`config.mk`:
```
export PLATFORM = sky130hd
export DESIGN_NAME = clk_div_cfg_ctrl
export DESIGN_NICKNAME = d
export VERILOG_FILES = /design/src/rtl/clk_div_cfg_pkg.sv /design/src/rtl/clk_div_cfg_ctrl_dly_cnt.sv /design/src/rtl/dffr.sv /design/src/rtl/clk_div_cfg_ctrl.sv
export SDC_FILE = /design/constraint.sdc
export NUM_CORES = 1
export LEC_CHECK = 0
export BUFFER_PORTS_ARGS = -buffer_cell sky130_fd_sc_hd__buf_2
export CORE_UTILIZATION = 59
export CTS_CLUSTER_SIZE = 24
export DETAILED_ROUTE_END_ITERATION = 10
export PLACE_DENSITY = 0.91
export SKIP_CTS_REPAIR_TIMING = 1
export SYNTH_ARGS = -nofsm -noshare
export SYNTH_HDL_FRONTEND = slang
export SYNTH_SLANG_ARGS = --single-unit
```
`constraint.sdc`:
```
create_clock -name clk_i -period 3.2 [get_ports clk_i]
set_clock_uncertainty 0.2 [all_clocks]
set_input_delay 0.32 -clock clk_i [delete_from_list [all_inputs] [get_ports clk_i]]
set_output_delay 0.32 -clock clk_i [all_outputs]
set_load 0.05 [all_outputs]
```
`src/rtl/clk_div_cfg_pkg.sv`:
```
// Shared types and default widths for the clock-divider configuration controller.
package clk_div_cfg_pkg;

    localparam int unsigned DIV_VALUE_WIDTH_DEF = 32;
    localparam int unsigned GATE_DLY_WIDTH_DEF  = 4;
    localparam int unsigned TIMEOUT_WIDTH_DEF   = 16;
    localparam int unsigned STATE_WIDTH         = 3;

    typedef enum logic [2:0] {
        IDLE,
        GATE_OFF,
        LOAD,
        WAIT_DONE,
        GATE_ON
    } clk_div_cfg_state_e;

endpackage

```
`src/rtl/clk_div_cfg_ctrl_dly_cnt.sv`:
```
// Loadable saturating counter: counts down to 0 or up to all-ones, then holds.
//   load_i/load_val_i : synchronous load (wins over enable)
//   en_i              : count one step toward the terminal value
//   term_o            : counter sits at its terminal value
module clk_dly_cnt #(
    parameter int unsigned WIDTH    = 4,
    parameter bit          COUNT_UP = 1'b0
) (
    input  logic             clk_i,
    input  logic             rst_n_i,
    input  logic             load_i,
    input  logic [WIDTH-1:0] load_val_i,
    input  logic             en_i,
    output logic             term_o
);

    localparam logic [WIDTH-1:0] TERM_VAL = COUNT_UP ? {WIDTH{1'b1}} : {WIDTH{1'b0}};

    logic [WIDTH-1:0] cnt_q;
    logic [WIDTH-1:0] cnt_d;

    assign term_o = (cnt_q == TERM_VAL);

    // Next count: load first, otherwise step unless already at the terminal value.
    always_comb begin
        cnt_d = cnt_q;
        if (load_i) begin
            cnt_d = load_val_i;
        end else if (en_i && !term_o) begin
            cnt_d = COUNT_UP ? (cnt_q + WIDTH'(1)) : (cnt_q - WIDTH'(1));
        end
    end

    dffr #(
        .WIDTH   (WIDTH),
        .RST_VAL ({WIDTH{1'b0}})
    ) u_cnt_reg (
        .clk_i   (clk_i),
        .rst_n_i (rst_n_i),
        .d_i     (cnt_d),
        .q_o     (cnt_q)
    );

endmodule

```
`src/rtl/dffr.sv`:
```
// Generic D flip-flop with asynchronous active-low reset to a parameterised value.
//   clk_i, rst_n_i : clock, async active-low reset
//   d_i / q_o      : next / current value
module dffr #(
    parameter int unsigned      WIDTH   = 1,
    parameter logic [WIDTH-1:0] RST_VAL = '0
) (
    input  logic             clk_i,
    input  logic             rst_n_i,
    input  logic [WIDTH-1:0] d_i,
    output logic [WIDTH-1:0] q_o
);

    always_ff @(posedge clk_i or negedge rst_n_i) begin
        if (!rst_n_i) begin
            q_o <= RST_VAL;
        end else begin
            q_o <= d_i;
        end
    end

endmodule

```
`src/rtl/clk_div_cfg_ctrl.sv`:
```
// Divider-change controller: accepts a CSR request, gates the divided clock off,
// loads the divider, waits for done (with timeout), then re-enables the clock.
//   cfg_*_i / cfg_ready_o      : request handshake and captured settings
//   div_o, clk_init_o,
//   div_valid_o / div_ready_i,
//   div_done_i                 : divider load interface
//   clk_en_o                   : enable for the downstream clock gate
//   busy_o, err_timeout_o,
//   err_clr_i                  : status and sticky-error clear
module clk_div_cfg_ctrl
    import clk_div_cfg_pkg::*;
#(
    parameter int unsigned DIV_VALUE_WIDTH = DIV_VALUE_WIDTH_DEF,
    parameter int unsigned GATE_DLY_WIDTH  = GATE_DLY_WIDTH_DEF,
    parameter int unsigned TIMEOUT_WIDTH   = TIMEOUT_WIDTH_DEF
) (
    input  logic                       clk_i,
    input  logic                       rst_n_i,
    input  logic [DIV_VALUE_WIDTH-1:0] cfg_div_i,
    input  logic                       cfg_init_i,
    input  logic [GATE_DLY_WIDTH-1:0]  cfg_gate_dly_i,
    input  logic                       cfg_valid_i,
    output logic                       cfg_ready_o,
    output logic [DIV_VALUE_WIDTH-1:0] div_o,
    output logic                       clk_init_o,
    output logic                       div_valid_o,
    input  logic                       div_ready_i,
    input  logic                       div_done_i,
    output logic                       clk_en_o,
    output logic                       busy_o,
    output logic                       err_timeout_o,
    input  logic                       err_clr_i
);

    clk_div_cfg_state_e state_q, state_d;
    logic [STATE_WIDTH-1:0] state_raw_q;

    logic [DIV_VALUE_WIDTH-1:0] pend_div_q, pend_div_d;
    logic                       pend_init_q, pend_init_d;
    logic [GATE_DLY_WIDTH-1:0]  pend_dly_q, pend_dly_d;
    logic [DIV_VALUE_WIDTH-1:0] div_q, div_d;
    logic                       init_q, init_d;
    logic                       err_q, err_d;
    logic                       done_armed_q;

    logic                      gate_load, gate_en, gate_term;
    logic [GATE_DLY_WIDTH-1:0] gate_load_val;
    logic                      tmo_load, tmo_en, tmo_term, tmo_set;

    // Next-state, counter control and register next values.
    always_comb begin
        state_d       = state_q;
        pend_div_d    = pend_div_q;
        pend_init_d   = pend_init_q;
        pend_dly_d    = pend_dly_q;
        div_d         = div_q;
        init_d        = init_q;
        gate_load     = 1'b0;
        gate_load_val = pend_dly_q;
        gate_en       = 1'b0;
        tmo_load      = 1'b0;
        tmo_en        = 1'b0;
        tmo_set       = 1'b0;
        case (state_q)
            IDLE: begin
                if (cfg_valid_i) begin
                    pend_div_d    = cfg_div_i;
                    pend_init_d   = cfg_init_i;
                    pend_dly_d    = cfg_gate_dly_i;
                    gate_load     = 1'b1;
                    gate_load_val = cfg_gate_dly_i;
                    state_d       = GATE_OFF;
                end
            end
            GATE_OFF: begin
                gate_en = 1'b1;
                if (gate_term) begin
                    div_d   = pend_div_q;
                    init_d  = pend_init_q;
                    state_d = LOAD;
                end
            end
            LOAD: begin
                if (div_ready_i) begin
                    tmo_load = 1'b1;
                    state_d  = WAIT_DONE;
                end
            end
            WAIT_DONE: begin
                tmo_en = 1'b1;
                // The divider's done flag is stale in the first cycle after the handshake.
                if (done_armed_q && div_done_i) begin
                    gate_load = 1'b1;
                    state_d   = GATE_ON;
                end else if (tmo_term) begin
                    tmo_set   = 1'b1;
                    gate_load = 1'b1;
                    state_d   = GATE_ON;
                end
            end
            GATE_ON: begin
                gate_en = 1'b1;
                if (gate_term) begin
                    state_d = IDLE;
                end
            end
            default: state_d = IDLE;
        endcase
    end

    // A same-cycle timeout wins over a clear.
    assign err_d = tmo_set | (err_q & ~err_clr_i);

    dffr #(
        .WIDTH   (STATE_WIDTH),
        .RST_VAL (STATE_WIDTH'(IDLE))
    ) u_state_reg (
        .clk_i   (clk_i),
        .rst_n_i (rst_n_i),
        .d_i     (STATE_WIDTH'(state_d)),
        .q_o     (state_raw_q)
    );

    assign state_q = clk_div_cfg_state_e'(state_raw_q);

    // Pending request, divider outputs, sticky error and done-arming flag.
    always_ff @(posedge clk_i or negedge rst_n_i) begin
        if (!rst_n_i) begin
            pend_div_q   <= '0;
            pend_init_q  <= 1'b0;
            pend_dly_q   <= '0;
            div_q        <= '0;
            init_q       <= 1'b0;
            err_q        <= 1'b0;
            done_armed_q <= 1'b0;
        end else begin
            pend_div_q   <= pend_div_d;
            pend_init_q  <= pend_init_d;
            pend_dly_q   <= pend_dly_d;
            div_q        <= div_d;
            init_q       <= init_d;
            err_q        <= err_d;
            done_armed_q <= (state_q == WAIT_DONE);
        end
    end

    clk_dly_cnt #(
        .WIDTH    (GATE_DLY_WIDTH),
        .COUNT_UP (1'b0)
    ) u_gate_cnt (
        .clk_i      (clk_i),
        .rst_n_i    (rst_n_i),
        .load_i     (gate_load),
        .load_val_i (gate_load_val),
        .en_i       (gate_en),
        .term_o     (gate_term)
    );

    clk_dly_cnt #(
        .WIDTH    (TIMEOUT_WIDTH),
        .COUNT_UP (1'b1)
    ) u_tmo_cnt (
        .clk_i      (clk_i),
        .rst_n_i    (rst_n_i),
        .load_i     (tmo_load),
        .load_val_i ({TIMEOUT_WIDTH{1'b0}}),
        .en_i       (tmo_en),
        .term_o     (tmo_term)
    );

    // Status and handshake outputs decode straight from the registered state.
    assign cfg_ready_o   = (state_q == IDLE);
    assign busy_o        = (state_q != IDLE);
    assign clk_en_o      = (state_q == IDLE);
    assign div_valid_o   = (state_q == LOAD);
    assign div_o         = div_q;
    assign clk_init_o    = init_q;
    assign err_timeout_o = err_q;

endmodule

```
* After elaboration in Yosys (flattened, before gate mapping)
Index checks and enable logic that the tools add are counted.
** Word-level totals
- Input port bits :: 43
- Register bits :: 95
- Word-level logic and storage cells :: 62
- Output and inout port bits :: 38
** Cells by class
- Mux-type cells :: 23
- Add/sub/neg operators :: 2
- Equality and inequality tests :: 10
- Bitwise gates (word level) :: 3
- Reduce and logical (&&, ||, !) cells :: 14
** Operators by type and width (number)
- 2-to-1 mux 16 bit :: 2
- 2-to-1 mux 3 bit :: 6
- adder 16 x 1 -> 16 bit (second input constant) :: 1
- equality test 16 bit (second input constant) :: 1
- 2-to-1 mux 4 bit :: 4
- case mux 3 bit (5 select lines) :: 1
- 2-to-1 mux 1 bit :: 9
- equality test 3 x 2 -> 1 bit (second input constant) :: 2
- inequality test 2 x 1 -> 1 bit (second input constant) :: 3
- AND reduction 5 bit :: 1
- zero test 4 bit :: 1
- AND reduction 2 bit :: 2
- nonzero test 2 bit :: 2
- subtractor 4 x 1 -> 4 bit (second input constant) :: 1
- equality test 3 x 1 -> 1 bit (second input constant) :: 1
- equality test 3 bit (second input constant) :: 1
- logical AND 1 bit :: 3
- zero test 3 bit :: 1
- inequality test 3 x 2 -> 1 bit (second input constant) :: 1
- nonzero test 3 bit :: 1
- zero test 1 bit :: 2
- inequality test 2 bit (second input constant) :: 1
- case mux 1 bit (2 select lines) :: 1
- OR reduction 2 bit :: 1
- 3 further kinds :: 3

* Logic depth before layout (Yosys ltp)
- Depth in word-level cells :: 6
- Gate-level depth with buffers :: 7
- Gate-level depth less buffers :: 6

* Modules after synthesis
A second synthesis with hierarchy kept.
** Unflattened totals
- Cell total of the unflattened synthesis :: 325
- Area, all modules :: 4395.5 um^2
** By module, submodules not included
- clk_div_cfg_ctrl :: area each 3016.6 um^2, cells an instance 180, instances 1, sequential area each 1801.7 um^2
- clk_dly_cnt (u_tmo_cnt) :: area each 639.4 um^2, cells an instance 99, instances 1, sequential area each 0.0 um^2
- dffr (u_tmo_cnt.u_cnt_reg) :: area each 400.4 um^2, cells an instance 16, instances 1, sequential area each 400.4 um^2
- clk_dly_cnt (u_gate_cnt) :: area each 163.9 um^2, cells an instance 23, instances 1, sequential area each 0.0 um^2
- dffr (u_gate_cnt.u_cnt_reg) :: area each 100.1 um^2, cells an instance 4, instances 1, sequential area each 100.1 um^2
- dffr (u_state_reg) :: area each 75.1 um^2, cells an instance 3, instances 1, sequential area each 75.1 um^2

* Worst setup path before layout
No wires, ideal clock.
- Path kind :: register -> register
- From :: reg u_state_reg.q_o[1]
- To :: reg u_tmo_cnt.u_cnt_reg.q_o[14]
- Data required time :: 2860 ps
- Setup slack :: 406 ps
- Cell stages (with the launch flop) :: 6
- Clock period less this slack :: 2794 ps
- Arrival :: 2455 ps
- Cells stage by stage :: dfrtp_1 -> buf_2 -> nor3b_1 -> nand2_1 -> o311ai_0 -> o41ai_1
** On the way
- Elaborated cells between the ends (all ways) :: 7
** RTL lines
- from (decl) :: RTL line dffr.sv:11 : output logic [WIDTH-1:0] q_o
- from (signal assigned) :: RTL line dffr.sv:18 : q_o <= d_i;
- equality test 3 x 2 -> 1 bit *
- via div_valid_o :: RTL line clk_div_cfg_ctrl.sv:26 : output logic div_valid_o,
- 2-to-1 mux 1 bit * :: RTL line clk_div_cfg_ctrl.sv:64 : case (state_q)
- 2-to-1 mux 16 bit / nonzero test 2 bit (equally long branches)
- to (signal assigned) :: RTL line dffr.sv:18
- to (decl) :: RTL line dffr.sv:11
The timed path passes the listed nets; every way through them passes the cells marked *.
A chain may end at the register's enable or synchronous reset.

* Worst setup path after layout
- From :: reg u_state_reg.q_o[0]
- To :: reg u_gate_cnt.u_cnt_reg.q_o[1]
** On the way
- Elaborated cells between the ends (all ways) :: 11
** RTL lines
- zero test 3 bit :: RTL line clk_div_cfg_ctrl.sv:64
- 2-to-1 mux 4 bit :: RTL line clk_div_cfg_ctrl.sv:64
- via gate_load_val[1] :: RTL line clk_div_cfg_ctrl.sv:47 : logic [GATE_DLY_WIDTH-1:0] gate_load_val;
- 2-to-1 mux 4 bit :: RTL line clk_div_cfg_ctrl_dly_cnt.sv:27 : if (load_i) begin
- to (signal assigned) :: RTL line dffr.sv:18
- to (decl) :: RTL line dffr.sv:11
The timed path passes the listed nets, and every way through them passes these cells.

==> results.json <==
{
  "fin_area_um2": 5140,
  "drv_cap": 0,
  "synth_mux_area_frac": 0.210,
  "maxSlewHeadroom": 0.406,
  "cp_data_required_time_ps": 3220,
  "setup-tns-final_ps": 0,
  "worstPathArrival_ps": 2690,
  "final_util": 0.760,
  "cts.htree.levels": 3,
  "grt_max_degree": 71,
  "fmax_mhz": 374,
  "fp.coreArea_um2": 6760,
  "io_pins": 81,
  "die_w_um": 85.4,
  "vias": 2937,
  "vias_per_cell": 5.76,
  "fin_nets": 470,
  "startpoint_type": "flop",
  "n_fill_cell": 394,
  "synth_fp_nets": 351,
  "worstSetupPathType": "flop to flop",
  "firstDrtPassIters": 4,
  "drtAntennaViolNets": 0,
  "yosysSeqAreaShare": 0.579,
  "synthArstFlopShare": 1.00,
  "drt_first_iter_violations": 211,
  "yosys_warnings": 0,
  "synth-compound-area-share": 0.0631,
  "hold_class": "primary input to flop",
  "fin_crit_sh": 0.836,
  "antenna_found_initial": 0,
  "p_seq_frac": 0.408,
  "final_cell_mix": "dfrtp_1, buf_2, mux2_2",
  "yosys.area_share.simple": 0.108,
  "io_buffers": 80,
  "synthAdderAreaFrac": 0.00609,
  "finalPower_w": 0.00519,
  "synth_cell_types": 45,
  "synth_xor_area_frac": 0.00640,
  "status": "complete, no violations",
  "path_clk_slew_ps": 100,
  "dp_hpwl_um": 5650,
  "hp-start": "cfg_div_i[31]",
  "crit-reg2reg-capture": "u_gate_cnt.u_cnt_reg.q_o[1]",
  "finalCriticalPeriod_ps": 2680,
  "place_area_um2": 4590,
  "seqCellArea_um2": 2380,
  "multi_input_area_um2": 1620,
  "ff2ff_path_depth": 5,
  "leakage_nw": 2.39,
  "antenna_cells": 0,
  "r2r_start": "u_state_reg.q_o[0]",
  "p_per_area_nw_per_um2": 1010,
  "wl_per_cell_um": 17.9,
  "numCtsBuffers": 9,
  "die_h_um": 85.4,
  "drv_slew": 0,
  "clk_latency_ps": 370,
  "netSwitchingFraction": 0.437,
  "synth_top_family_by_area": "multiplexers",
  "crit_path_max_fanout": 11,
  "grt_remaining_overflow": 0,
  "clk_path_buf_depth": 2,
  "gp_congestion": 0.864,
  "intPower_w": 0.00292,
  "hold_depth": 2,
  "power_frac_comb": 0.445,
  "ir_worst_vdd_uv": 411,
  "dieArea_um2": 7300,
  "grt_pass1_wl_um": 13100,
  "syn_avg_cell_area_um2": 13.4,
  "floorplan.initialDensity": 0.608,
  "rsz0062_at_grt": "false",
  "final_common_cell": "dfrtp_1",
  "cts_tree": "built",
  "drive_gt1_frac": 0.426,
  "cts_root_buf": "clkbuf_8",
  "routed_wl_um": 9130,
  "power.switching_w": 0.00227,
  "route.detailed.drc": 0,
  "tightest_slew_ps": 889,
  "syn_area_um2": 4110,
  "crit_path_end_kind": "flop",
  "area_growth_syn_to_layout_pct": 25.0,
  "grt_pass1_vias": 2802,
  "reg2reg_slack_ps": 520,
  "final-hold-violation-count": 0,
  "cts.sinks": 95,
  "setup_viol": 0,
  "p_clk_frac": 0.147,
  "rows": 30,
  "synthFlopType": "dfrtp_1",
  "synth_enable_flop_cells": 0,
  "grtUsageTotal": 0.235,
  "hold_end": "pend_div_q[31]",
  "synthCells": 306,
  "synth-seq-cells": 95
}
-- worst max-delay path, stage by stage (launching register included) --
cell      delay (ps)
dfrtp_1          540
nor4b_2          850
buf_4            300
mux2_2           360
o211ai_1          90
o311ai_0         170
-- worst max path at each step --
stage / from / to / slack [ps] / cells after the start
after floorplan: u_state_reg.q_o[1] / u_tmo_cnt.u_cnt_reg.q_o[14] / 410 / 5
after global placement: u_state_reg.q_o[0] / u_gate_cnt.u_cnt_reg.q_o[1] / 820 / 5
after detailed placement: u_state_reg.q_o[0] / u_gate_cnt.u_cnt_reg.q_o[1] / 720 / 5
after CTS: u_state_reg.q_o[0] / u_gate_cnt.u_cnt_reg.q_o[1] / 670 / 5
after global routing: u_state_reg.q_o[0] / u_gate_cnt.u_cnt_reg.q_o[1] / 380 / 5
final: u_state_reg.q_o[0] / u_gate_cnt.u_cnt_reg.q_o[1] / 520 / 5
-- per-stage QoR --
step | std cells | hold slack [ps] | setup slack (ps)
2_1_floorplan | 306 | -176 | 406
3_3_place_gp | 458 | 273 | 818
3_5_place_dp | 458 | 279 | 717
4_1_cts | 474 | -117 | 668
5_1_grt | 510 | 0.124 | 380
6_report | 510 | 10.3 | 525
-- final cells by class --
| type | count | share of cell area |
|---|---|---|
| Sequential cell | 95 | 0.463 |
| Clock inverter | 6 | 0.00999 |
| Tap cell | 80 | 0.0195 |
| Inverter | 6 | 0.00536 |
| Multi-Input combinational cell | 191 | 0.316 |
| Timing Repair Buffer | 122 | 0.160 |
| Clock buffer | 10 | 0.0268 |
-- cells by family after synthesis --
logic type / Yosys count
DFF: 95
adders and majority gates: 2
and+or+nand+nor: 70
AOI/OAI and AO/OA: 39
muxes: 77
buffers and inverters: 20
xor gates and xnor gates: 3
-- state kept, by name, summed over array words and instances, names as in the netlist --
| register | count |
|---|---|
| div_o | 32 |
| u_gate_cnt.u_cnt_reg.q_o | 4 |
| pend_div_q | 32 |
| u_state_reg.q_o | 3 |
| pend_dly_q | 4 |
| done_armed_q | 1 |
| u_tmo_cnt.u_cnt_reg.q_o | 16 |
| err_timeout_o | 1 |
| pend_init_q | 1 |
| clk_init_o | 1 |
-- power by group through the flow --
stage                     combinational (W)  clock (W)  sequential, W
after global routing                0.00245   0.000826        0.00218
after floorplan                     0.00112          0        0.00272
final                               0.00231   0.000761        0.00212
after detailed placement            0.00224          0        0.00212
after global placement              0.00217          0        0.00207
after CTS                           0.00226   0.000771        0.00210
-- cell usage after synthesis (2+ instances only) --
library cell	number	share of area
and4_1	4	0.0085
o311ai_0	3	0.0064
a21oi_1	13	0.016
ha_1	2	0.0061
or4_1	6	0.011
and3_1	4	0.0061
nand2b_1	5	0.0076
o21ai_0	5	0.0061
o22ai_1	2	0.0030
and2_1	2	0.0030
buf_6	2	0.0055
xnor2_1	2	0.0043
mux2i_1	5	0.012
inv_1	5	0.0046
o41ai_1	3	0.0064
nor2_1	4	0.0037
nand3_1	9	0.011
buf_2	10	0.012
buf_4	2	0.0037
nand2_1	11	0.010
nand4_1	6	0.0091
mux2_2	72	0.20
o31ai_1	5	0.0091
dfrtp_1	95	0.58
nor3_1	3	0.0037
or3_1	7	0.011
-- routing by layer --
metal	track usage	part of all wire
met3	0.0438	0.041
met1	0.292	0.40
met2	0.393	0.53
met5	0	0
met4	0.123	0.023
Power figures use the tool's default switching activity.
